===== config.mk =====
export PLATFORM = sky130hd
export DESIGN_NAME = prog_seq_n
export DESIGN_NICKNAME = d
export VERILOG_FILES = /design/src/rtl/prog_seq_n.sv
export SDC_FILE = /design/constraint.sdc
export NUM_CORES = 1
export LEC_CHECK = 0
export BUFFER_PORTS_ARGS = -buffer_cell sky130_fd_sc_hd__buf_2
export CORE_ASPECT_RATIO = 0.9
export CORE_MARGIN = 2
export CORE_UTILIZATION = 55
export CTS_CLUSTER_DIAMETER = 120
export DETAILED_ROUTE_END_ITERATION = 6
export MAX_ROUTING_LAYER = met4
export PLACE_DENSITY = 0.74
export REMOVE_ABC_BUFFERS = 1
export SYNTH_ARGS = -nofsm -noshare
export SYNTH_HDL_FRONTEND = slang
export SYNTH_SLANG_ARGS = --single-unit

===== constraint.sdc =====
create_clock -name CLK -period 8.55 [get_ports CLK]
set_clock_uncertainty 0.05 [all_clocks]
set_input_delay 0.4275 -clock CLK [delete_from_list [all_inputs] [get_ports CLK]]
set_output_delay 0.4275 -clock CLK [all_outputs]
set_load 0.01 [all_outputs]

===== src/rtl/prog_seq_n.sv =====
// Program sequencer: fetch address generation, jumps, call/return stack and vectored interrupts.
// Define PROG_SEQ_NEST_EN to let a higher-index request preempt a lower in-service channel.
module prog_seq_n #(
    parameter int unsigned AW       = 16,
    parameter int unsigned DEPTH    = 8,
    parameter int unsigned NCH      = 4,
    parameter logic [15:0] VEC_BASE = 16'hFFE0
) (
    input  logic           CLK,
    input  logic           RESET,
    input  logic           START,
    input  logic [15:0]    RCOMM,
    input  logic [15:0]    SR_IN,
    input  logic [NCH-1:0] IRQ,
    output logic [NCH-1:0] IACK,
    output logic           PM_ENA,
    output logic [AW-2:0]  RAPM,
    output logic [15:0]    SR_OUT,
    output logic           COMME,
    output logic           RTI,
    output logic           STK_OVF,
    output logic           STK_UNF
);
    localparam int unsigned SPW = $clog2(DEPTH) + 1;
    localparam int unsigned EW  = AW + 4;
    localparam int unsigned CHW = (NCH > 1) ? $clog2(NCH) : 1;

    typedef enum logic [1:0] {IDLE, VEC, RUN, EXT} state_t;

    state_t           state_q, state_d;
    logic [AW-1:0]    pc_q, pc_d;
    logic [SPW-1:0]   sp_q, sp_d;
    logic [NCH-1:0]   isr_q, isr_d;
    logic [1:0]       ext_q, ext_d;
    logic [15:0]      sr_q, sr_d;
    logic [NCH-1:0]   iack_q, iack_d;
    logic             rti_q, rti_d, ovf_q, ovf_d, unf_q, unf_d;
    logic [EW-1:0]    stk_q [DEPTH];

    logic             push, stk_full;
    logic [EW-1:0]    push_data, top;
    logic [SPW-2:0]   rd_idx;
    logic [3:0]       op, flags;
    logic             halt, is_ret, is_reti, is_call, is_jmp, taken;
    logic [1:0]       ext_n;
    logic [AW-1:0]    joff;
    logic             irq_hit, isr_hit, irq_ok;
    logic [CHW-1:0]   irq_ch, isr_ch;

    assign op       = RCOMM[15:12];
    assign flags    = {SR_IN[8], SR_IN[2], SR_IN[1], SR_IN[0]};
    assign halt     = (RCOMM == 16'h3FFF);
    assign is_ret   = (RCOMM == 16'h4130);
    assign is_reti  = (RCOMM[15:8] == 8'h13);
    assign is_call  = (RCOMM[15:7] == 9'h025);
    assign is_jmp   = (op == 4'd2) || (op == 4'd3);
    assign joff     = {{(AW-11){RCOMM[9]}}, RCOMM[9:0], 1'b0};
    assign stk_full = (sp_q == SPW'(DEPTH));
    assign rd_idx   = sp_q[SPW-2:0] - (SPW-1)'(1);
    assign top      = stk_q[rd_idx];

    always_comb begin
        ext_n = 2'd0;
        if (op > 4'd3 && !is_ret)
            ext_n = {1'b0, RCOMM[7]} + {1'b0, RCOMM[4]};
        else if (op == 4'd1 && RCOMM[11:8] < 4'd2)
            ext_n = {1'b0, RCOMM[4]};
    end

    // RCOMM[12] separates opcode 2 (flag tests) from opcode 3 (signed tests / JMP).
    always_comb begin
        case ({RCOMM[12], RCOMM[11:10]})
            3'b000:  taken = ~SR_IN[1];
            3'b001:  taken =  SR_IN[1];
            3'b010:  taken = ~SR_IN[0];
            3'b011:  taken =  SR_IN[0];
            3'b100:  taken =  SR_IN[2];
            3'b101:  taken = ~(SR_IN[2] ^ SR_IN[8]);
            3'b110:  taken =  SR_IN[2] ^ SR_IN[8];
            default: taken = 1'b1;
        endcase
    end

    always_comb begin
        irq_hit = 1'b0;
        irq_ch  = '0;
        isr_hit = 1'b0;
        isr_ch  = '0;
        for (int unsigned i = 0; i < NCH; i++) begin
            if (IRQ[i]) begin
                irq_hit = 1'b1;
                irq_ch  = CHW'(i);
            end
            if (isr_q[i]) begin
                isr_hit = 1'b1;
                isr_ch  = CHW'(i);
            end
        end
`ifdef PROG_SEQ_NEST_EN
        irq_ok = irq_hit && (!isr_hit || irq_ch > isr_ch);
`else
        irq_ok = irq_hit && !isr_hit;
`endif
    end

    always_comb begin
        state_d   = state_q;
        pc_d      = pc_q;
        sp_d      = sp_q;
        isr_d     = isr_q;
        ext_d     = ext_q;
        sr_d      = sr_q;
        iack_d    = '0;
        rti_d     = 1'b0;
        ovf_d     = ovf_q;
        unf_d     = unf_q;
        push      = 1'b0;
        push_data = {pc_q + AW'(4), flags};
        if (START) begin
            pc_d    = '1;
            sr_d    = '0;
            ext_d   = '0;
            state_d = VEC;
        end else begin
            case (state_q)
                VEC: begin
                    pc_d    = RCOMM[AW-1:0];
                    state_d = RUN;
                end
                EXT: begin
                    pc_d  = pc_q + AW'(2);
                    ext_d = ext_q - 2'd1;
                    if (ext_q == 2'd1) state_d = RUN;
                end
                RUN: begin
                    sr_d = SR_IN;
                    if (halt) begin
                        pc_d = pc_q;
                    end else if (SR_IN[3] && irq_ok) begin
                        push           = 1'b1;
                        push_data      = {pc_q, flags};
                        isr_d[irq_ch]  = 1'b1;
                        iack_d[irq_ch] = 1'b1;
                        pc_d           = AW'(VEC_BASE) + AW'({irq_ch, 1'b0});
                        state_d        = VEC;
                    end else if (is_ret || is_reti) begin
                        if (sp_q == '0) begin
                            unf_d = 1'b1;
                            pc_d  = pc_q + AW'(2);
                        end else begin
                            sp_d = sp_q - SPW'(1);
                            pc_d = top[EW-1:4];
                            if (is_reti)
                                sr_d = {SR_IN[15:9], top[3], SR_IN[7:3], top[2:0]};
                        end
                        if (is_reti) begin
                            rti_d = 1'b1;
                            if (isr_hit) isr_d[isr_ch] = 1'b0;
                        end
                    end else if (is_call) begin
                        push    = 1'b1;
                        pc_d    = pc_q + AW'(2);
                        state_d = VEC;
                    end else if (is_jmp) begin
                        pc_d = taken ? pc_q + joff : pc_q + AW'(2);
                    end else begin
                        pc_d = pc_q + AW'(2);
                        if (ext_n != 2'd0) begin
                            ext_d   = ext_n;
                            state_d = EXT;
                        end
                    end
                end
                default: ;
            endcase
            if (push) begin
                if (stk_full) ovf_d = 1'b1;
                else          sp_d  = sp_q + SPW'(1);
            end
        end
    end

    always_ff @(posedge CLK) begin
        if (!RESET && push && !stk_full)
            stk_q[sp_q[SPW-2:0]] <= push_data;
    end

    always_ff @(posedge CLK or posedge RESET) begin
        if (RESET) begin
            state_q <= IDLE;
            pc_q    <= '0;
            sp_q    <= '0;
            isr_q   <= '0;
            ext_q   <= '0;
            sr_q    <= '0;
            iack_q  <= '0;
            rti_q   <= 1'b0;
            ovf_q   <= 1'b0;
            unf_q   <= 1'b0;
            PM_ENA  <= 1'b0;
            COMME   <= 1'b0;
        end else begin
            state_q <= state_d;
            pc_q    <= pc_d;
            sp_q    <= sp_d;
            isr_q   <= isr_d;
            ext_q   <= ext_d;
            sr_q    <= sr_d;
            iack_q  <= iack_d;
            rti_q   <= rti_d;
            ovf_q   <= ovf_d;
            unf_q   <= unf_d;
            PM_ENA  <= (state_d != IDLE);
            COMME   <= (state_d == RUN);
        end
    end

    assign RAPM    = pc_q[AW-1:1];
    assign SR_OUT  = sr_q;
    assign IACK    = iack_q;
    assign RTI     = rti_q;
    assign STK_OVF = ovf_q;
    assign STK_UNF = unf_q;

endmodule


==> metrics.txt <==
count leader, synth edfxtp_1; Setup crit start isr_q[1]; EDFF count, synth 152; worst slew pin tran 1.25 ns; clock insertion delay at the later pin of the skew report 0.50 ns; Final Hold Fails 0; DRT iter0 DRCs 774; Routed wire per std cell 22.4 um; top_reg_cell synth edfxtp_1; WS Path Type register to register; Root Driver clkbuf_16; Async SR Flop Fraction 25.5%; count of cell types in the netlist 74; Critical Path End stk_q[3][9]; worst reg-to-reg setup slack 4.83 ns; layout cells sized above 1 20.8%; utilization after layout 62.8%; period utilisation layout 43.5%; clk sinks 204; vias in the first global route 6693; synth top area cells edfxtp_1, dfrtp_1, mux4_2; die area 19800 um^2; Final ANT Viol Nets 0; Reg area 5870 um^2; final std cells w/o fill 1140; vias 7204; H-Tree Depth 1; pre-CTS WS 4.79 ns; synthesized area 10300 um^2; Placer Congestion 0.982; Fin Hold WS 0.0625 ns; minimum clock period after layout 3.72 ns; Post-route DRC 0; CTS resizes 0; TritonCTS clock tree done; Pwr Density 263 nW/um^2; TritonCTS Buffers 22; Commonest cells post-synth edfxtp_1, nand2_1, a21oi_1; starting density of the core 55.9%; Design Power 3.03 mW; area occupied by multi-input gates 4130 um^2; Post-CTS Hold Fix Bufs 0; r2r endpoint stk_q[3][9]; MaxCap Viol Count 0; n_diodes 0; fin nets 939; CP max FO 19; sequential area share after synthesis 57.2%; pins over their slew limit 0; Critical Path Source Type register; Post-CTS Setup Inserts 0; pin count of the biggest net entering global routing 55; RR Startpoint isr_q[1]; Hold Crit Class input port to async pin; Die Y-Extent 134 um; CP Capture Type register; Slew headroom 16.5%; first-pass GRT wire length 38600 um; CTS max path bufs 3; Port Buf Inserts 78; Avg Inst Size Synth 12.6 um^2; Die Span X 148 um; Yosys warning total 0; HPWL after DPL 16800 um; count of final setup violators 0; FF+latch count, synth 204; Critical Path AT 3.78 ns; fmax 269 MHz; core region area 18300 um^2; top cell type's share of synthesized area 44.5%; CTS clk-pin slew, worst paths 0.06 ns; Reg2Reg Depth 5; initial antenna violation count 0; global-route usage over all layers 26.3%; leading area contributor after synthesis edfxtp_1; fill cell count 1424; final instance area 11500 um^2; drt pass-1 iters 6; final WL 25500 um; required time worst endpoint 8.61 ns; RSZ-0062 raised after global routing false; Synth-to-Final Area Change 12.3%; PnR worst setup slack 4.83 ns; Leak 4.17 nW; Synth Instances 817; Vias per Instance 6.32; dpl cells 1100; # rows 47; peak supply drop 0.000183 V; setup_tns 0 ns; placed inst area 10800 um^2; Overflow after GRT 0; IO Pins 79; outcome finished clean
==> cell families after synthesis <==
family                   share of synthesized area, %
buffers and inverters                            2.89
multiplexers                                     10.1
AO/OA/AOI/OAI                                    12.2
adder cells (fa/ha/maj)                          2.63
XOR/XNOR                                         3.07
AND/OR/NAND/NOR                                  11.9
flip-flops                                       57.2
==> metal layers <==
layer | track usage (%) | routed length [um] | share of wire (%)
met1 | 37.8 | 10700 | 42
met2 | 39.1 | 11700 | 46
met3 | 5.34 | 2540 | 10
met4 | 6.35 | 565 | 2.2
met5 | - | 0 | 0
==> power breakdown <==
part	switching, mW	internal, mW
sequential	0.0687	1.15
clock	0.381	0.520
combinational	0.531	0.374
==> layout make-up <==
cell class                 instances  share of cell area, %
sequential                       204                   50.9
multi-input combinational        544                   35.8
clock buffer                      25                   5.06
timing repair buffer              87                   3.97
tap                              245                   2.66
clock inverter                    15                  0.890
inverter                          20                  0.652
==> flip-flops by register name, summed over array words and instances (netlist names) <==
name	flops
STK_OVF	1
PM_ENA	1
SR_OUT	16
pc_q	15
state_q	2
isr_q	4
RTI	1
sp_q	4
STK_UNF	1
stk_q	152
COMME	1
IACK	4
ext_q	2
==> cells in the final DEF (no fill, tap or decap), types with 5 or more instances in the layout <==
cell / synthesis / layout
nor2b_1: 7 / 7
o221ai_1: 6 / 6
nand4_1: 14 / 14
mux2i_1: 17 / 17
a221oi_1: 7 / 7
nand2_1: 89 / 89
a211oi_1: 10 / 10
ha_1: 20 / 20
mux4_2: 38 / 38
o21ai_0: 33 / 33
clkbuf_16: 0 / 23
nor3_1: 14 / 12
a21o_1: 9 / 9
edfxtp_1: 152 / 152
clkinv_1: 0 / 6
or3_1: 5 / 5
buf_4: 2 / 9
buf_2: 11 / 78
nand2b_1: 7 / 7
clkinv_2: 0 / 5
o211ai_1: 5 / 5
dfrtp_1: 52 / 51
a21oi_1: 61 / 61
nand3_1: 13 / 13
o32a_1: 6 / 6
nor4_1: 9 / 9
xor2_1: 19 / 18
nor2_1: 55 / 48
xnor2_1: 17 / 17
nor2_2: 0 / 7
inv_1: 20 / 19
and3_1: 9 / 9
==> worst min-delay path by stage <==
stage                     startpoint    endpoint  slack [ns]  cells past startpoint
after floorplan             ext_q[0]    ext_q[0]        0.41                      1
after global placement       STK_UNF     STK_UNF        0.43                      1
after detailed placement     STK_UNF     STK_UNF        0.43                      1
after CTS                      RESET  SR_OUT[13]        0.08                      3
after global routing          IRQ[2]     IACK[0]        0.10                      2
final                          RESET  SR_OUT[15]        0.06                      3
==> critical path, stage by stage (launching register included) <==
cell     delay, ns
dfrtp_1       0.40
nor4_1        0.66
nand3_2       0.44
o41ai_2       0.30
nand4_1       0.41
nor2_2        1.05
Power figures use the tool's default switching activity.
